**config.mk**
```make
export PLATFORM = sky130hd
export DESIGN_NAME = i2s_to_axis_flat
export DESIGN_NICKNAME = d
export VERILOG_FILES = /design/src/rtl/i2s_to_axis_if.sv /design/src/rtl/i2s_to_axis.sv /design/src/flat_wrapper.sv
export SDC_FILE = /design/constraint.sdc
export NUM_CORES = 1
export LEC_CHECK = 0
export ABC_CLOCK_PERIOD_IN_PS = 3500
export CORE_ASPECT_RATIO = 1.5
export CORE_MARGIN = 5
export CORE_UTILIZATION = 38
export DETAILED_ROUTE_END_ITERATION = 8
export HOLD_SLACK_MARGIN = 0.12
export PLACE_DENSITY = 0.53
export SLEW_MARGIN = 30
export SYNTH_ARGS = -nofsm -noshare
export SYNTH_HDL_FRONTEND = slang
export SYNTH_SLANG_ARGS = --single-unit
export TNS_END_PERCENT = 1
```
**constraint.sdc**
```tcl
create_clock -name aud_mclk -period 3.5 [get_ports aud_mclk]
set_input_delay 0.525 -clock aud_mclk [delete_from_list [all_inputs] [get_ports aud_mclk]]
set_output_delay 0.525 -clock aud_mclk [all_outputs]
set_load 0.01 [all_outputs]
```
**src/rtl/i2s_to_axis_if.sv**
```systemverilog
// ---------------------------------------------------------------------------
// i2s_to_axis_if
//   AXI-Stream audio channel carried from the I2S receiver to its consumer.
//   Signals:
//     tdata  [31:0] sample, sign-extended
//     tid    [2:0]  channel number (0 = left, 1 = right)
//     tvalid        beat valid
//     tready        beat accepted by the consumer
//     tlast         right-channel beat marker (only with I2S_RX_TLAST_EN)
//   Modports: master (receiver side), slave (consumer side).
// ---------------------------------------------------------------------------
interface i2s_to_axis_if;
  logic [31:0] tdata;
  logic [2:0]  tid;
  logic        tvalid;
  logic        tready;
`ifdef I2S_RX_TLAST_EN
  logic        tlast;

  modport master (output tdata, output tid, output tvalid, output tlast, input tready);
  modport slave  (input tdata, input tid, input tvalid, input tlast, output tready);
`else
  modport master (output tdata, output tid, output tvalid, input tready);
  modport slave  (input tdata, input tid, input tvalid, output tready);
`endif
endinterface

```
**src/rtl/i2s_to_axis.sv**
```systemverilog
// ---------------------------------------------------------------------------
// i2s_to_axis
//   I2S slave receiver running entirely in the aud_mclk domain. The external
//   SCLK/LRCLK/SDATA pins are synchronised, SCLK rising edges are detected,
//   left/right words are deserialised MSB-first and each complete word is
//   written into a small first-word-fall-through FIFO that feeds an
//   AXI-Stream master (tid = channel).
//
//   Optional feature macro: I2S_RX_TLAST_EN
//     adds tlast on right-channel beats and drops any right word whose
//     preceding left word did not make it into the FIFO, keeping L/R pairs.
//
//   Ports:
//     aud_mclk        sole clock (>= 4x SCLK)
//     aud_mrst        synchronous active-high reset
//     sclk_in         I2S bit clock (asynchronous)
//     lrclk_in        word select, 0 = left, 1 = right (asynchronous)
//     sdata_in        serial data (asynchronous)
//     enable_i        receive enable
//     overflow_clr_i  pulse clearing overflow_o
//     m_axis_aud      AXI-Stream master (i2s_to_axis_if.master)
//     overflow_o      sticky: a word was dropped on a full FIFO
//     frame_err_o     one-cycle pulse: a short word was discarded
// ---------------------------------------------------------------------------
module i2s_to_axis #(
  parameter int SAMPLE_WIDTH   = 16,
  parameter int FIFO_LOG_DEPTH = 2,
  parameter int SYNC_STAGES    = 2
) (
  input  logic          aud_mclk,
  input  logic          aud_mrst,
  input  logic          sclk_in,
  input  logic          lrclk_in,
  input  logic          sdata_in,
  input  logic          enable_i,
  input  logic          overflow_clr_i,
  i2s_to_axis_if.master m_axis_aud,
  output logic          overflow_o,
  output logic          frame_err_o
);

  localparam int CNT_W = $clog2(SAMPLE_WIDTH + 1);
  localparam int DEPTH = 1 << FIFO_LOG_DEPTH;
  localparam logic [CNT_W-1:0]          CNT_FULL  = CNT_W'(SAMPLE_WIDTH);
  localparam logic [CNT_W-1:0]          CNT_ONE   = CNT_W'(1);
  localparam logic [FIFO_LOG_DEPTH:0]   FIFO_FULL = (FIFO_LOG_DEPTH + 1)'(DEPTH);
  localparam logic [FIFO_LOG_DEPTH:0]   LVL_ONE   = (FIFO_LOG_DEPTH + 1)'(1);
  localparam logic [FIFO_LOG_DEPTH-1:0] PTR_ONE   = FIFO_LOG_DEPTH'(1);

  typedef enum logic [1:0] {
    S_IDLE = 2'd0,
    S_SYNC = 2'd1,
    S_RUN  = 2'd2
  } state_t;

  // Sign-extend a captured word to the 32-bit stream width.
  function automatic logic [31:0] sext(input logic [SAMPLE_WIDTH-1:0] w);
    sext = 32'($signed(w));
  endfunction

  logic [SYNC_STAGES-1:0]    sclk_sync_r, lr_sync_r, sdata_sync_r;
  logic                      sclk_prev_r;
  logic                      lr_q_r;
  state_t                    state_r;
  logic [CNT_W-1:0]          bit_cnt_r;
  logic [SAMPLE_WIDTH-1:0]   shift_r;
  logic [SAMPLE_WIDTH-1:0]   mem_r [DEPTH];
  logic                      mem_ch_r [DEPTH];
  logic [FIFO_LOG_DEPTH-1:0] wr_ptr_r, rd_ptr_r;
  logic [FIFO_LOG_DEPTH:0]   count_r;
  logic                      overflow_r, frame_err_r;
`ifdef I2S_RX_TLAST_EN
  logic                      left_ok_r;
`endif

  logic                    sclk_s, lr_s, sdata_s, bit_stb_s, lr_change_s;
  logic [SAMPLE_WIDTH-1:0] word_s;
  logic [CNT_W-1:0]        cnt_next_s;
  logic                    word_done_s, word_full_s, pair_ok_s, push_req_s;
  logic                    valid_s, pop_s, full_s, push_s, ovf_evt_s, short_s;

  // Edge detect, word assembly and FIFO push/pop decisions.
  always_comb begin
    sclk_s      = sclk_sync_r[SYNC_STAGES-1];
    lr_s        = lr_sync_r[SYNC_STAGES-1];
    sdata_s     = sdata_sync_r[SYNC_STAGES-1];
    bit_stb_s   = sclk_s & ~sclk_prev_r;
    lr_change_s = bit_stb_s & (lr_s != lr_q_r);
    // Bits past SAMPLE_WIDTH are ignored, which MSB-aligns long slots.
    if (bit_cnt_r < CNT_FULL) begin
      word_s     = {shift_r[SAMPLE_WIDTH-2:0], sdata_s};
      cnt_next_s = bit_cnt_r + CNT_ONE;
    end else begin
      word_s     = shift_r;
      cnt_next_s = bit_cnt_r;
    end
    word_done_s = (state_r == S_RUN) & enable_i & lr_change_s;
    word_full_s = (cnt_next_s == CNT_FULL);
`ifdef I2S_RX_TLAST_EN
    pair_ok_s   = ~lr_q_r | left_ok_r;
`else
    pair_ok_s   = 1'b1;
`endif
    push_req_s  = word_done_s & word_full_s & pair_ok_s;
    valid_s     = (count_r != '0);
    pop_s       = valid_s & m_axis_aud.tready;
    full_s      = (count_r == FIFO_FULL);
    // A pop in the same cycle frees the slot the push needs.
    push_s      = push_req_s & (~full_s | pop_s);
    ovf_evt_s   = push_req_s & full_s & ~pop_s;
    short_s     = word_done_s & ~word_full_s;
  end

  // Input synchronisers, SCLK edge history and previous LR sample.
  always_ff @(posedge aud_mclk) begin
    if (aud_mrst) begin
      sclk_sync_r  <= '0;
      lr_sync_r    <= '0;
      sdata_sync_r <= '0;
      sclk_prev_r  <= 1'b0;
      lr_q_r       <= 1'b0;
    end else begin
      sclk_sync_r  <= {sclk_sync_r[SYNC_STAGES-2:0], sclk_in};
      lr_sync_r    <= {lr_sync_r[SYNC_STAGES-2:0], lrclk_in};
      sdata_sync_r <= {sdata_sync_r[SYNC_STAGES-2:0], sdata_in};
      sclk_prev_r  <= sclk_s;
      if (bit_stb_s) begin
        lr_q_r <= lr_s;
      end
    end
  end

  // Framing FSM with bit counter and shift register; enable loss wins.
  always_ff @(posedge aud_mclk) begin
    if (aud_mrst) begin
      state_r   <= S_IDLE;
      bit_cnt_r <= '0;
      shift_r   <= '0;
`ifdef I2S_RX_TLAST_EN
      left_ok_r <= 1'b0;
`endif
    end else if (!enable_i) begin
      state_r   <= S_IDLE;
      bit_cnt_r <= '0;
`ifdef I2S_RX_TLAST_EN
      left_ok_r <= 1'b0;
`endif
    end else begin
      case (state_r)
        S_IDLE: begin
          state_r   <= S_SYNC;
          bit_cnt_r <= '0;
        end
        S_SYNC: begin
          if (lr_change_s) begin
            state_r   <= S_RUN;
            bit_cnt_r <= '0;
          end
        end
        S_RUN: begin
          if (lr_change_s) begin
            bit_cnt_r <= '0;
`ifdef I2S_RX_TLAST_EN
            // Only a left word that reached the FIFO licenses the next right.
            left_ok_r <= ~lr_q_r & push_s;
`endif
          end else if (bit_stb_s) begin
            bit_cnt_r <= cnt_next_s;
            shift_r   <= word_s;
          end
        end
        default: begin
          state_r   <= S_IDLE;
          bit_cnt_r <= '0;
        end
      endcase
    end
  end

  // FIFO storage; contents are qualified by count_r so need no reset.
  always_ff @(posedge aud_mclk) begin
    if (push_s) begin
      mem_r[wr_ptr_r]    <= word_s;
      mem_ch_r[wr_ptr_r] <= lr_q_r;
    end
  end

  // FIFO pointers and fill level.
  always_ff @(posedge aud_mclk) begin
    if (aud_mrst) begin
      wr_ptr_r <= '0;
      rd_ptr_r <= '0;
      count_r  <= '0;
    end else begin
      if (push_s) begin
        wr_ptr_r <= wr_ptr_r + PTR_ONE;
      end
      if (pop_s) begin
        rd_ptr_r <= rd_ptr_r + PTR_ONE;
      end
      case ({push_s, pop_s})
        2'b10:   count_r <= count_r + LVL_ONE;
        2'b01:   count_r <= count_r - LVL_ONE;
        default: count_r <= count_r;
      endcase
    end
  end

  // Status flags: overflow set beats a same-cycle clear.
  always_ff @(posedge aud_mclk) begin
    if (aud_mrst) begin
      overflow_r  <= 1'b0;
      frame_err_r <= 1'b0;
    end else begin
      if (ovf_evt_s) begin
        overflow_r <= 1'b1;
      end else if (overflow_clr_i) begin
        overflow_r <= 1'b0;
      end
      frame_err_r <= short_s;
    end
  end

  // Stream outputs read straight from FIFO registers, zero when empty.
  assign m_axis_aud.tvalid = valid_s;
  assign m_axis_aud.tdata  = valid_s ? sext(mem_r[rd_ptr_r]) : 32'h0000_0000;
  assign m_axis_aud.tid    = {2'b00, valid_s & mem_ch_r[rd_ptr_r]};
`ifdef I2S_RX_TLAST_EN
  assign m_axis_aud.tlast  = valid_s & mem_ch_r[rd_ptr_r];
`endif
  assign overflow_o        = overflow_r;
  assign frame_err_o       = frame_err_r;

endmodule

```
**src/flat_wrapper.sv**
```systemverilog
// flat-port wrapper written by rule: the top's interface ports become plain ports
module i2s_to_axis_flat 
#(
  parameter int SAMPLE_WIDTH   = 16,
  parameter int FIFO_LOG_DEPTH = 2,
  parameter int SYNC_STAGES    = 2
)
  (aud_mclk, aud_mrst, sclk_in, lrclk_in, sdata_in, enable_i, overflow_clr_i, overflow_o, frame_err_o, m_axis_aud_tdata, m_axis_aud_tid, m_axis_aud_tvalid, m_axis_aud_tready);
  i2s_to_axis_if m_axis_aud_i ();
  input  logic aud_mclk;
  input  logic aud_mrst;
  input  logic sclk_in;
  input  logic lrclk_in;
  input  logic sdata_in;
  input  logic enable_i;
  input  logic overflow_clr_i;
  output logic overflow_o;
  output logic frame_err_o;
  output wire logic [$bits(m_axis_aud_i.tdata)-1:0] m_axis_aud_tdata;
  output wire logic [$bits(m_axis_aud_i.tid)-1:0] m_axis_aud_tid;
  output wire logic [$bits(m_axis_aud_i.tvalid)-1:0] m_axis_aud_tvalid;
  input wire logic [$bits(m_axis_aud_i.tready)-1:0] m_axis_aud_tready;
  assign m_axis_aud_tdata = m_axis_aud_i.tdata;
  assign m_axis_aud_tid = m_axis_aud_i.tid;
  assign m_axis_aud_tvalid = m_axis_aud_i.tvalid;
  assign m_axis_aud_i.tready = m_axis_aud_tready;
  i2s_to_axis #(.SAMPLE_WIDTH(SAMPLE_WIDTH), .FIFO_LOG_DEPTH(FIFO_LOG_DEPTH), .SYNC_STAGES(SYNC_STAGES)) u_core (.aud_mclk(aud_mclk), .aud_mrst(aud_mrst), .sclk_in(sclk_in), .lrclk_in(lrclk_in), .sdata_in(sdata_in), .enable_i(enable_i), .overflow_clr_i(overflow_clr_i), .m_axis_aud(m_axis_aud_i), .overflow_o(overflow_o), .frame_err_o(frame_err_o));
endmodule
```
## Word level (Yosys, flattened, before mapping)

Memories as Yosys holds them, arrays and structs flattened. A register that Yosys moved wholly into a read port is not among the register bits.
Cells that the tools add are included.

- Bits in registers: 40
- Memory bits (writable): 68
- Input port bits: 8
- Output and inout port bits: 38
- Word-level logic and storage cells: 75
- Memories kept: 2

Memories:

| name | words | bits a word | read ports | clocked after Yosys merged registers in | write ports | RTL line | RTL |
|---|---|---|---|---|---|---|---|
| u_core.mem_r | 4 | 16 | 1 | 1 | 1 | i2s_to_axis.sv:67 | `logic [SAMPLE_WIDTH-1:0] mem_r [DEPTH];` |
| u_core.mem_ch_r | 4 | 1 | 1 | 1 | 1 | i2s_to_axis.sv:68 | `logic mem_ch_r [DEPTH];` |

- Add/sub/neg operators: 5
- Magnitude comparators: 1
- Eq/ne operators: 9
- Muxes and demuxes: 18
- Bitwise operators: 19
- Reduce and logical (&&, ||, !) cells: 8

Operators with widths:

| cell | count |
|---|---|
| 32-bit two-way mux | 1 |
| 5-bit two-way mux | 4 |
| 16-bit two-way mux | 1 |
| 1-bit bitwise AND | 11 |
| 2-bit two-way mux | 5 |
| 5-bit case mux with 2 select lines | 1 |
| 1-bit inverter | 7 |
| 2-bit case mux with 3 select lines | 1 |
| 3-bit case mux with 2 select lines | 1 |
| 5-bit by 1-bit adder with 5-bit output (second input constant) | 1 |
| 5-bit == test (second input constant) | 1 |
| 5-bit < comparator (second input constant) | 1 |
| 2-bit by 1-bit adder with 2-bit output (second input constant) | 2 |
| 2-bit by 1-bit == test with 1-bit output (second input constant) | 2 |
| 2-bit == test (second input constant) | 2 |
| 1-bit two-way mux | 4 |
| 2-bit AND reduction | 2 |
| 4-bit AND reduction | 1 |
| 2-bit nonzero test | 2 |
| 3-bit by 1-bit adder with 3-bit output (second input constant) | 1 |
| 3-bit == test (second input constant) | 1 |
| 3-bit by 1-bit inequality test with 1-bit output (second input constant) | 1 |
| 3-bit nonzero test | 1 |
| 3-bit by 1-bit subtractor with 3-bit output (second input constant) | 1 |
| other kinds (5) | 5 |

## Logic depth before layout (Yosys ltp)

Gate-level depths: netlist of run 1.

- Depth in word-level cells: 8
- Mapped depth: 11
- Depth with buffers taken out: 11

## Worst setup path after synthesis of run 1

Ideal clock, no wire load.

- Path kind: reg2reg
- From: register u_core.bit_cnt_r[0]
- To: register u_core.count_r[2]
- Setup time: 0.071 ns
- Data arrival time: 2.434 ns
- Data required time: 3.429 ns
- Slack: 0.995 ns
- Stages on the path, launching flop included: 12
- Path buffers: 0
- Clock period less this slack: 2.505 ns
- Path through: dfxtp_1 ha_1 nand2_1 o32a_4 nor4b_4 inv_1 ha_1 inv_1 fa_1 xor2_1 or3_1 a21oi_1

- Cells in the longest elaborated chain, start to end: 7
- Elaborated cells on any way between the ends: 10
- Classes of those cells: add/sub: 1; order compare: 1; eq/ne: 3; mux: 2; bitwise: 2; reduce/logical: 1

Ends and longest elaborated chain:

| what | RTL line | RTL |
|---|---|---|
| from (decl) | i2s_to_axis.sv:65 | `logic [CNT_W-1:0] bit_cnt_r;` |
| from (signal assigned) | i2s_to_axis.sv:168 | `bit_cnt_r <= cnt_next_s;` |
| 5-bit by 1-bit adder with 5-bit output / 5-bit < comparator (equally long branches) | i2s_to_axis.sv:92, i2s_to_axis.sv:90 |  |
| 5-bit two-way mux * | i2s_to_axis.sv:90 | `if (bit_cnt_r < CNT_FULL) begin` |
| 5-bit == test * | i2s_to_axis.sv:98 | `word_full_s = (cnt_next_s == CNT_FULL);` |
| 1-bit bitwise AND * | i2s_to_axis.sv:104 | `push_req_s = word_done_s & word_full_s & pair_ok_s;` |
| 1-bit bitwise AND * | i2s_to_axis.sv:109 | `push_s = push_req_s & (~full_s \| pop_s);` |
| 2-bit by 1-bit == test with 1-bit output / 2-bit == test (equally long branches) | i2s_to_axis.sv:201 | `case ({push_s, pop_s})` |
| 3-bit case mux with 2 select lines / 2-bit nonzero test (equally long branches) | -- |  |
| to (signal assigned) | i2s_to_axis.sv:202 | `2'b10: count_r <= count_r + LVL_ONE;` |
| to (signal assigned) | i2s_to_axis.sv:203 | `2'b01: count_r <= count_r - LVL_ONE;` |
| to (signal assigned) | i2s_to_axis.sv:204 | `default: count_r <= count_r;` |
| to (decl) | i2s_to_axis.sv:70 | `logic [FIFO_LOG_DEPTH:0] count_r;` |

Mark *: on every way between the ends. The rest lies on a longest branch, timed or not.
A chain may end at the register's enable or synchronous reset.

==> results.cfg, run 1 <==
[place]
port-buffer-count = 43
gp_congestion = 0.816
dp_slack_ns = 0.475
dp_hpwl_um = 5530

[worst_setup_path]
crit_path_cell_trace = buf_4, mux4_2, and2_1, clkdlybuf4s50_1
cp-end-kind = output pin
crit_buf_inv = 2
critical_path_arrival_ns = 2.43
r2r_cells = 11
cp.required_ns = 2.97
rr_startpoint = u_core.bit_cnt_r[0]
worstPathMaxFanout = 8
endpoint = m_axis_aud_tdata[10]
max_stage_delay_ns = 0.63
worstSetupPathType = reg -> out
r2r_slack_ns = 0.71
slowest_stage = dfxtp_1
cp.depth = 4
path_delay_family = buffers and inverters
r2r-end = u_core.count_r[2]
worstSetupStartpointType = register

[hold_path]
hp-class = reg -> reg

[clock_tree]
cts_hold_buf = 0
clockRootBuffer = clkbuf_16
numCtsBuffers = 9
cts_resized = 0
clock_latency_ns = 0.34
cts.path.max_buffers = 2
cts_tree = done
post_cts_buffers = 0
cts_sinks = 110
h-tree-depth = 3
clk_pin_slew_ns = 0.07

[grt]
grtUsageMet3_pct = 2.82
grt_pass1_wl_um = 13400
grt-busiest-layer = met2
grt_max_degree = 25
antenna_found_initial = 0
grt_pass1_vias = 2620
grt_use_met1_pct = 13.6
use_met2_pct = 20.8
grt.total_usage_pct = 11.9
grt-ovfl-total = 0

[sta]
finalHoldViolations = 0
setup_viol = 0
fin_crit_ns = 2.95
finalCritPeriodShare_pct = 84.3
worst-slew-pin-transition_ns = 0.516
tns_ns = 0
rsz0062_at_grt = false
skew_ns = 0.00640
maxSlewHeadroom_pct = 65.5
slew_violations = 0
fmax_mhz = 339
setup_ws_ns = 0.548

[synth]
synth.avg_cell_area_um2 = 14.4
ys_types = 46
synth_xor_area_share_pct = 1.28
ys_seq_elements = 110
synthAdderAreaFrac_pct = 2.02
seq_area_frac_synth_pct = 61.3
synth_warnings = 0
synth_flop_cell = edfxtp_1
synth_mux_area_share_pct = 15.9
netlist_area_mm2 = 0.00470
synth_top_family_by_area = multiplexers
yosys.area_share.simple_pct = 10.7
synth_cells = 326
synth_compound_area_share_pct = 3.67
synth_edf_count = 68
async_flop_share_pct = 0

[routing]
num_vias = 2550
drt_iter0_drc = 103
dr.pass1.iters = 7
viasPerCell = 4.91
wirelength_um = 8230
remaining_drc_errors = 0
antenna_left = 0
wl_per_cell_um = 15.9

[floorplan]
rows = 49
die_h_um = 146
dieArea_mm2 = 0.0147
fp.coreArea_mm2 = 0.0121
io_pins = 46
chipWidth_um = 101
start_util_pct = 38.9

[run]
drv_cap = 0

[layout]
diodes = 0
area_growth_syn_to_layout_pct = 17.3
finalNetCount = 376
multiInputGateArea_mm2 = 0.00159
fillers = 1071
drive_gt1_share_pct = 18.0
regArea_mm2 = 0.00288

[power_and_ir_drop]
power.leakage_nw = 1.89
ir_drop_v = 0.000259
p_per_area_mw_per_mm2 = 437

[outcome]
outcome = finished, final reports clean
==> final cells by class <==
class                   instances  area share (%)
flip-flops and latches        110            52.3
repair buffers                 55            9.44
clock buffers                  12            4.47
well taps                     153            3.47
clock inverters                 4           0.976
inverters                       9           0.613
multi-input cells             176            28.7
==> placed cells by master, fill, tap and decap left out, types with 3 or more instances in the layout <==
| cell | synthesis | final |
|---|---|---|
| inv_1 | 9 | 9 |
| nor2_1 | 26 | 26 |
| clkdlybuf4s50_1 | 0 | 43 |
| nand2_1 | 5 | 5 |
| clkbuf_16 | 0 | 9 |
| nor2b_1 | 9 | 9 |
| edfxtp_1 | 68 | 68 |
| and2_1 | 23 | 23 |
| ha_1 | 6 | 6 |
| nand2b_1 | 8 | 8 |
| dfxtp_1 | 42 | 42 |
| xor2_1 | 3 | 3 |
| mux4_2 | 17 | 17 |
| o21ai_0 | 4 | 4 |
| mux2_2 | 16 | 16 |
| buf_4 | 19 | 12 |
| mux2i_1 | 17 | 17 |
| a21oi_1 | 8 | 8 |
==> cells in the mapped netlist, types with 2 or more instances <==
library cell	count	area [um2]
ha_1	6	75.1
a21oi_1	8	40.0
mux2_2	16	180
dfxtp_1	42	841
nand3_1	2	10.0
nor2b_1	9	56.3
and2_1	23	144
xnor2_1	2	17.5
o21ai_0	4	20.0
clkbuf_1	10	37.5
buf_2	2	10.0
nor2_1	26	97.6
buf_4	19	143
or3_1	2	12.5
edfxtp_1	68	2040
xor2_1	3	26.3
nand2_1	5	18.8
mux4_2	17	383
inv_1	9	33.8
mux2i_1	17	170
a211oi_1	2	15.0
nand2b_1	8	50.1
o22ai_1	2	12.5
nand4_1	2	12.5
==> registers in the layout, indices dropped and copies added, names as in the netlist, named ones only <==
| signal | count |
|---|---|
| u_core.state_r | 2 |
| u_core.wr_ptr_r | 2 |
| u_core.lr_q_r | 1 |
| u_core.frame_err_o | 1 |
| u_core.bit_cnt_r | 5 |
| u_core.mem_ch_r | 4 |
| u_core.overflow_o | 1 |
| u_core.sclk_sync_r | 2 |
| u_core.rd_ptr_r | 2 |
| u_core.mem_r | 64 |
| u_core.sdata_sync_r | 2 |
| u_core.shift_r | 16 |
| u_core.count_r | 3 |
| u_core.lr_sync_r | 2 |
| u_core.sclk_prev_r | 1 |
==> stage by stage <==
step	power (mW)	instances	util, %	hold WS [ns]	cell area [um2]
2_1_floorplan	1.41	327	-	0.414	4700
3_3_place_gp	1.43	503	43.2	0.421	5210
3_5_place_dp	1.43	503	43.2	0.430	5210
4_1_cts	2.44	519	45.7	0.446	5510
5_1_grt	2.50	519	45.7	0.462	5510
6_report	2.41	519	45.7	0.438	5510
==> how the worst min path moves through the flow <==
stage | from | endpoint | slack, ns | depth (start not counted)
floorplan | u_core.lr_sync_r[0] | u_core.lr_sync_r[1] | 0.41 | 1
global placement | u_core.sclk_sync_r[0] | u_core.sclk_sync_r[1] | 0.42 | 1
detailed placement | u_core.lr_sync_r[0] | u_core.lr_sync_r[1] | 0.43 | 1
CTS | u_core.lr_sync_r[0] | u_core.lr_sync_r[1] | 0.45 | 1
global route | u_core.lr_sync_r[0] | u_core.lr_sync_r[1] | 0.46 | 1
finish | u_core.lr_sync_r[0] | u_core.lr_sync_r[1] | 0.44 | 1
==> metal layers <==
metal  wire length (um)  part of all wire, %  vias to the layer above
met5                  0                    0                        -
met4                141                  1.7                        0
met3                369                  4.5                       10
met2               4350                   53                       59
met1               3370                   41                     1246
li1                   -                    -                     1235
==> report_power, final <==
| group | switching [mW] | total [mW] | internal (mW) |
|---|---|---|---|
| logic | 0.0177 | 0.0313 | 0.0136 |
| clock network | 0.435 | 1.01 | 0.577 |
| registers | 0.00215 | 1.37 | 1.36 |
==> cell families after synthesis <==
kind of cell,Yosys count
DFF,110
other,1
adders and majority gates,7
AOI/OAI and AO/OA,24
and+or+nand+nor,86
muxes,51
xor gates and xnor gates,6
buffers and inverters,41
Power figures use the tool's default switching activity.
==> run 2: changes to the inputs <==
- ABC_CLOCK_PERIOD_IN_PS: 3500 -> 2780
- clock period: 3.5 -> 2.78 ns (I/O delays scaled with it)
==> run 2 against run 1 <==
Worst setup slack got worse by 0.41 ns. First-iteration DRC count decreased by 15%. Die area unchanged. Largest cell class unchanged.
==> results.cfg, run 2 (same netlist as run 1, synthesis figures left out) <==
[layout]
finalNetCount = 380
area_growth_syn_to_layout_pct = 18.6
drive_gt1_share_pct = 19.7
largest_reg_flops = 64
multiInputGateArea_mm2 = 0.00159
final_cell_mix = edfxtp_1 (68), clkdlybuf4s50_1 (43), dfxtp_1 (42), nor2_1 (26), and2_1 (22)
diodes = 0
final_common_cell = edfxtp_1
fillers = 1072
reg_top3 = u_core.mem_r x64, u_core.shift_r x16, u_core.bit_cnt_r x5
final_area_mm2 = 0.00558
regArea_mm2 = 0.00288
final_util_pct = 46.2
top_register = u_core.mem_r

[clock_tree]
numCtsBuffers = 9
h-tree-depth = 3
clk_pin_slew_ns = 0.07
cts_sinks = 110
cts_resized = 0
cts_tree = done
post_cts_buffers = 0
clock_latency_ns = 0.34
cts_hold_buf = 0
clockRootBuffer = clkbuf_16
cts.path.max_buffers = 2

[grt]
grt_pass1_vias = 2701
antenna_found_initial = 0
grt_pass1_wl_um = 13600
grt-ovfl-total = 0
grt.total_usage_pct = 12.0
grt_max_degree = 37

[worst_setup_path]
critical_path_arrival_ns = 2.22
cp.required_ns = 2.36
crit_path_cell_trace = buf_4, mux4_2, and2_1, clkdlybuf4s50_1
worstSetupStartpointType = register
worstSetupPathType = reg -> out
r2r-end = u_core.count_r[2]
cp-end-kind = output pin
max_stage_delay_ns = 0.55
rr_startpoint = u_core.bit_cnt_r[0]
r2r_slack_ns = 0.20
worstPathMaxFanout = 11
r2r_cells = 12
crit_buf_inv = 2
path_delay_family = buffers and inverters
slowest_stage = mux4_2

[floorplan]
dieArea_mm2 = 0.0147
die_h_um = 146
io_pins = 46
fp.coreArea_mm2 = 0.0121
rows = 49
chipWidth_um = 101
start_util_pct = 38.9

[hold_path]
hold-path-cell-count = 1
holdPathEnd = u_core.sdata_sync_r[1]
hp-start = u_core.sdata_sync_r[0]
hp-class = reg -> reg

[place]
gp_congestion = 0.768
port-buffer-count = 43
place_area_mm2 = 0.00524
dp_hpwl_um = 5430

[sta]
fmax_mhz = 379
rsz0062_at_grt = false
slew_violations = 0
skew_ns = 0.0107
setup_viol = 0
fin_crit_ns = 2.64
finalCritPeriodShare_pct = 94.9
finalHoldViolations = 0

[routing]
drt_iter0_drc = 88
antenna_left = 0
wirelength_um = 8270
dr.pass1.iters = 4
wl_per_cell_um = 15.8
remaining_drc_errors = 0
num_vias = 2592
viasPerCell = 4.96

[power_and_ir_drop]
power.leakage_nw = 1.93
power_switching_mw = 0.598
power_frac_clock_pct = 43.8
p_int_mw = 2.53
p_seq_share_pct = 54.9
switching_share_pct = 19.1
ir_drop_v = 0.000324
comb_power_share_pct = 1.3
p_per_area_mw_per_mm2 = 562

[run]
drv_cap = 0

[outcome]
outcome = finished, final reports clean
## run 2: through the flow
step                      setup TNS, ns  setup WS, ns  power, mW  std cells  hold slack, ns
after floorplan                       0         0.275       1.78        327           0.414
after global placement                0       0.00522       1.80        507           0.423
after detailed placement        -0.0574       -0.0574       1.80        507           0.427
after CTS                             0        0.0765       3.17        523           0.445
after global routing                  0        0.0128       3.24        523           0.468
final                                 0         0.141       3.13        523           0.439
## run 2: worst max path at each step
stage	startpoint	to	cells past startpoint	slack (ns)
after global placement	m_axis_aud_tready	u_core.count_r[2]	10	0.005
final	register	m_axis_aud_tdata[13]	4	0.14
after floorplan	u_core.bit_cnt_r[0]	u_core.count_r[2]	11	0.28
after detailed placement	m_axis_aud_tready	u_core.count_r[2]	10	-0.06
after CTS	register	m_axis_aud_tdata[25]	3	0.08
after global routing	u_core.bit_cnt_r[0]	u_core.count_r[2]	12	0.01
## run 2: power groups by stage
stage | Clock (mW) | Sequential [mW] | Combinational, mW
global route | 1.47 | 1.72 | 0.0445
global placement | 0 | 1.76 | 0.0415
finish | 1.37 | 1.72 | 0.0404
detailed placement | 0 | 1.76 | 0.0414
CTS | 1.40 | 1.72 | 0.0415
floorplan | 0 | 1.76 | 0.0245
## run 2: cell type report
class	instances	area share (%)
clock inverter	6	1.68
sequential	110	51.7
clock buffer	10	4.11
inverter	9	0.606
timing repair buffer	59	9.87
tap	153	3.43
multi-input combinational	176	28.6
## run 2: per-layer routing
metal / track usage, % / vias to the layer above / routed length (um) / share of wire [%]
met2: 22.3 / 64 / 4510 / 54
met5: 0 / - / 0 / 0
li1: - / 1245 / - / -
met1: 12.9 / 1270 / 3300 / 40
met3: 2.34 / 13 / 315 / 3.8
met4: 4.86 / 0 / 145 / 1.8
==> RTL change 1, RTL diff (flow settings as in run 2) <==
The output `frame_err_o` loses its register stage (`frame_err_r` becomes a continuous assignment).
--- a/src/rtl/i2s_to_axis.sv
+++ b/src/rtl/i2s_to_axis.sv
@@ -211,5 +211,4 @@
     if (aud_mrst) begin
       overflow_r  <= 1'b0;
-      frame_err_r <= 1'b0;
     end else begin
       if (ovf_evt_s) begin
@@ -218,7 +217,8 @@
         overflow_r <= 1'b0;
       end
-      frame_err_r <= short_s;
-    end
-  end
+    end
+  end
+
+  assign frame_err_r = short_s;
 
   // Stream outputs read straight from FIFO registers, zero when empty.
Function: changed (a bounded check fails within 10 cycles, from zero or initial values and one cycle with aud_mrst high).
==> RTL change 1 against run 2 <==
Clock skew is 6.3 ps lower; highest routed layer unchanged; sequential cell count is 1 lower; count of clock-buffer cells in the layout stayed put; non-clock buffer count stayed put; total power is 6.8% lower; design area is 0.56% lower; setup slack better by 25 ps; area after synthesis is 0.53% lower; routed wire length is 0.67% lower.
==> RTL change 1: results (changes against run 2) <==
Finish
  – Share of layout cells above drive strength 1: 20.6% (+0.87 points)
  – NumNets Final: 379 (-0.26%)
  – Regs by FF count: u_core.mem_r x64, u_core.shift_r x16, u_core.bit_cnt_r x5
  – Fill cells: 1,138 (+6.2%)

Detailed routing
  – Vias per inst: 4.84 (-2.4%)
  – First-pass DRT Iterations: 4 (unchanged)
  – Routed Wire Length: 8.21 mm (-0.67%)
  – Iteration-0 DRC count of the detailed router: 111 (+26%)

Clock network
  – Post_cts resized: 1 (+1)
  – H-tree depth: 3 (unchanged)
  – Worst-path clk slew: 70 ps (about the same)
  – Clock Path Buffers: 2 (unchanged)
  – Postcts setup bufs: 0 (unchanged)
  – Root Buffer: clkbuf_16

Pwr
  – Peak VDD IR: 0.000285 V (-12%)
  – Pint: 2350 µW (-7.2%)
  – Pleak: 0.00192 µW (-0.31%)

Global route
  – First-pass GRT wire length: 13.3 mm (-2.0%)
  – Tot GR Track Use: 11.9% (-0.094 points)
  – Vias in the first global route: 2,553 (-5.5%)

Worst setup path
  – Critical Path Fanout Max: 6 (-5)

Logic synthesis
  – Synth async-reset ratio: 0% (unchanged)
  – Top post-synthesis cells by area: edfxtp_1, dfxtp_1, mux4_2
  – Synth cell count leaders: edfxtp_1, dfxtp_1, nor2_1
  – Synth warnings: 0 (unchanged)
  – Register area share after synthesis: 61.2% (-0.10 points)
  – Ys flop type: edfxtp_1
  – Number of synthesized flops with an enable pin: 68 (unchanged)

STA
  – Clock Skew: 4.45 ps (-6.28 ps)

Worst hold path
  – Hold Path Class: flip-flop to flip-flop

Run status
  – Status: finished clean

Placed design
  – Post-DP HPWL: 5.39 mm (-0.74%)
  – Post-placement cell area: 5260 µm² (+0.26%)
  – Placer congestion estimate: 0.750 (-2.4%)
-- RTL change 1: through the flow --
step	setup slack, ps	std cells
floorplan	289	327
global placement	10.4	506
detailed placement	-61.0	506
CTS	85.7	522
global route	13.8	522
finish	166	522
-- RTL change 1: worst paths after layout --
check	from	to	slack, ps	depth (start not counted)
hold / removal	u_core.lr_sync_r[0]	u_core.lr_sync_r[1]	440	1
setup / recovery	u_core.bit_cnt_r[0]	frame_err_o	170	6
hold reg to reg	u_core.lr_sync_r[0]	u_core.lr_sync_r[1]	440	1
setup reg to reg	u_core.bit_cnt_r[0]	u_core.count_r[2]	230	11
-- RTL change 1: worst max-delay path: stages (launching register included) --
cell,delay [ps]
dfxtp_1,450
ha_2,270
xnor2_1,90
a41oi_2,310
nor2_1,80
nor2_1,100
clkdlybuf4s50_1,550
-- RTL change 1: kinds of logic after synthesis --
| group | count (synthesis) | share of synthesized area, % |
|---|---|---|
| fa+ha+maj | 7 | 2.03 |
| flops | 109 | 61.2 |
| other cells | 1 | 0.0802 |
| mux | 51 | 16.0 |
| compound gates | 22 | 3.00 |
| buf+inv | 41 | 5.19 |
| simple gates | 88 | 11.0 |
| xor+xnor | 7 | 1.47 |
-- RTL change 1: power groups by stage --
stage,Clock [µW],Sequential (µW),Combinational [µW]
2_1_floorplan,0,1740,23.7
3_3_place_gp,0,1740,40.4
3_5_place_dp,0,1740,40.3
4_1_cts,1220,1710,40.5
5_1_grt,1290,1700,43.8
6_report,1170,1710,39.8
-- RTL change 1: metal layers --
| layer | track usage, % | part of all wire, % | vias up |
|---|---|---|---|
| li1 | - | - | 1237 |
| met1 | 13.2 | 39 | 1224 |
| met2 | 21.1 | 54 | 52 |
| met3 | 2.93 | 4.0 | 12 |
| met4 | 5.06 | 2.5 | 0 |
| met5 | 0 | 0 | - |
-- RTL change 1: layout make-up --
| type | instances | area [µm²] | area share [%] |
|---|---|---|---|
| multi-input cells | 177 | 1580 | 28.6 |
| flip-flops and latches | 109 | 2860 | 51.6 |
| well taps | 153 | 191 | 3.45 |
| repair buffers | 59 | 601 | 10.8 |
| inverters | 8 | 30.0 | 0.542 |
| clock buffers | 10 | 239 | 4.31 |
| clock inverters | 6 | 36.3 | 0.654 |
==> RTL change 2, RTL diff (flow settings as in run 2) <==
Made on the original files. `FIFO_LOG_DEPTH` is set to 2 in 2 places; all go to 1.
--- a/src/rtl/i2s_to_axis.sv
+++ b/src/rtl/i2s_to_axis.sv
@@ -25,5 +25,5 @@
 module i2s_to_axis #(
   parameter int SAMPLE_WIDTH   = 16,
-  parameter int FIFO_LOG_DEPTH = 2,
+  parameter int FIFO_LOG_DEPTH = 1,
   parameter int SYNC_STAGES    = 2
 ) (
--- a/src/flat_wrapper.sv
+++ b/src/flat_wrapper.sv
@@ -3,5 +3,5 @@
 #(
   parameter int SAMPLE_WIDTH   = 16,
-  parameter int FIFO_LOG_DEPTH = 2,
+  parameter int FIFO_LOG_DEPTH = 1,
   parameter int SYNC_STAGES    = 2
 )
Formal check against the unedited RTL: same outputs for any inputs over 10 cycles, from zero or initial values and one cycle with aud_mrst high; that may be too few to reach the edited logic, so the function may still have changed.
==> RTL change 2 against run 2 <==
Non-clock buffer count down 6; setup slack better by 200 ps; total power down 31%; area after synthesis down 32%; sequential cell count down 38; routed wire length down 31%; design area down 30%; global-route usage down 0.46 points; clock skew down 6.1 ps; fmax up 8.4%; die area down 30%; critical path type is now flip-flop to flip-flop; largest cell class unchanged; highest routed layer unchanged.
==> RTL change 2: results (changes against run 2) <==
Global route
  – Largest net degree at the start of global routing: 32 (-14%)
  – Met2 usage: 21.9% (-0.43 points)
  – Met1 usage: 11.1% (-1.7 points)
  – Vias in the first global route: 1,889 (-30%)
  – First-pass GRT wire length: 9.03 mm (-34%)
  – Tot GR Track Use: 11.5% (-0.46 points)
  – Global routing usage on met3: 2.17% (-0.17 points)

Logic synthesis
  – Number of synthesized flops with an enable pin: 34 (-50%)
  – Netlist cell types: 39 (-15%)
  – Ys flop type: dfxtp_1
  – Top post-synthesis cells by area: edfxtp_1, dfxtp_1, mux2i_1
  – Register area share after synthesis: 56.0% (-5.4 points)
  – Cells after synthesis: 265 (-19%)
  – Synth cell count leaders: nor2_1, dfxtp_1, edfxtp_1, mux2i_1, buf_4

Detailed routing
  – M1 wire length: 2.17 mm (-34%)
  – Routed Wire Length: 5.68 mm (-31%)
  – Vias: 1,973 (-24%)
  – Met3 WL post-DR: 261 µm (-17%)
  – Met2 wire length: 3.15 mm (-30%)
  – Iteration-0 DRC count of the detailed router: 77 (-13%)

Finish
  – Multi-input gates: 161 (-8.5%)
  – Seq area share: 45.7% (-6.0 points)
  – Clock buffer cells: 14 (+4)
  – Regs by FF count: u_core.mem_r x32, u_core.shift_r x16, u_core.bit_cnt_r x5
  – Multi-input gate area: 1210 µm² (-24%)
  – Fill cells: 791 (-26%)
  – Logic inverters: 4 (-5)
  – Clock buffers and inverters, area share: 6.64% (+0.85 points)
  – Non-CTS buffers: 53 (-10%)
  – Non-Filler Instances: 412 (-21%)
  – Num sequential: 72 (-35%)
  – Non-clock buffer share: 13.0% (+3.1 points)
  – NumNets Final: 311 (-18%)
  – Share of layout cells above drive strength 1: 15.1% (-4.6 points)

Run status
  – Status: finished clean

Placed design
  – Placer congestion estimate: 0.714 (-7.1%)
  – Placed Instances: 397 (-22%)

Clock network
  – Worst-path clk slew: 50 ps (-20 ps)

Pwr
  – Pleak: 0.00129 µW (-33%)
  – Peak VDD IR: 0.000245 V (-24%)

Worst setup path
  – Critical Path Fanout Max: 6 (-5)
  – CP delay by family, top: simple AND/OR/NAND/NOR gates
  – Crit-path max cell delay: 410 ps (-140 ps)

STA
  – Clock Skew: 4.59 ps (-6.14 ps)
==> RTL change 2: cell count changes in the layout (fill, tap and decap cells not counted), sizes merged, moves of 5 or more <==
cell,delta
edfxtp,-34
and2,-23
nor2,+18
mux2i,+17
mux4,-17
inv,-7
buf,-6
nand2b,-5
==> RTL change 2: power by group <==
part / leakage [µW] / switching (µW) / total [µW] / internal [µW]
logic: 0.000548 / 20.3 / 38.4 / 18.1
clock network: 0.000127 / 376 / 998 / 622
registers: 0.000613 / 3.16 / 1110 / 1110
total: 0.00129 / 399 / 2150 / 1750
==> RTL change 2: logic make-up (layout without fill, tap and decap cells) <==
logic type                 Yosys count  count (layout)  share of synthesized area, %
DFF                                 72              72                          56.0
adders and majority gates            2               2                         0.786
AOI/OAI and AO/OA                   22              22                          4.60
buffers and inverters               33              72                          6.29
xor gates and xnor gates             5               5                          1.96
muxes                               51              51                          16.8
other                                1               2                         0.118
and+or+nand+nor                     79              79                          13.5
==> RTL change 2: final timing paths <==
kind / from / cells past startpoint / end / slack (ps)
max: u_core.bit_cnt_r[1] / 7 / u_core.count_r[1] / 340
min: u_core.sdata_sync_r[0] / 1 / u_core.sdata_sync_r[1] / 440
max reg2reg: u_core.bit_cnt_r[1] / 7 / u_core.count_r[1] / 340
min reg2reg: u_core.sdata_sync_r[0] / 1 / u_core.sdata_sync_r[1] / 440
==> RTL change 2: per-stage QoR <==
stage	hold slack (ps)	cell area [µm²]	setup slack, ps	total power, µW
after floorplan	414	3190	278	1160
after global placement	419	3640	376	1170
after detailed placement	431	3640	329	1170
after CTS	443	3900	333	2180
after global routing	462	3900	172	2220
final	435	3900	344	2150
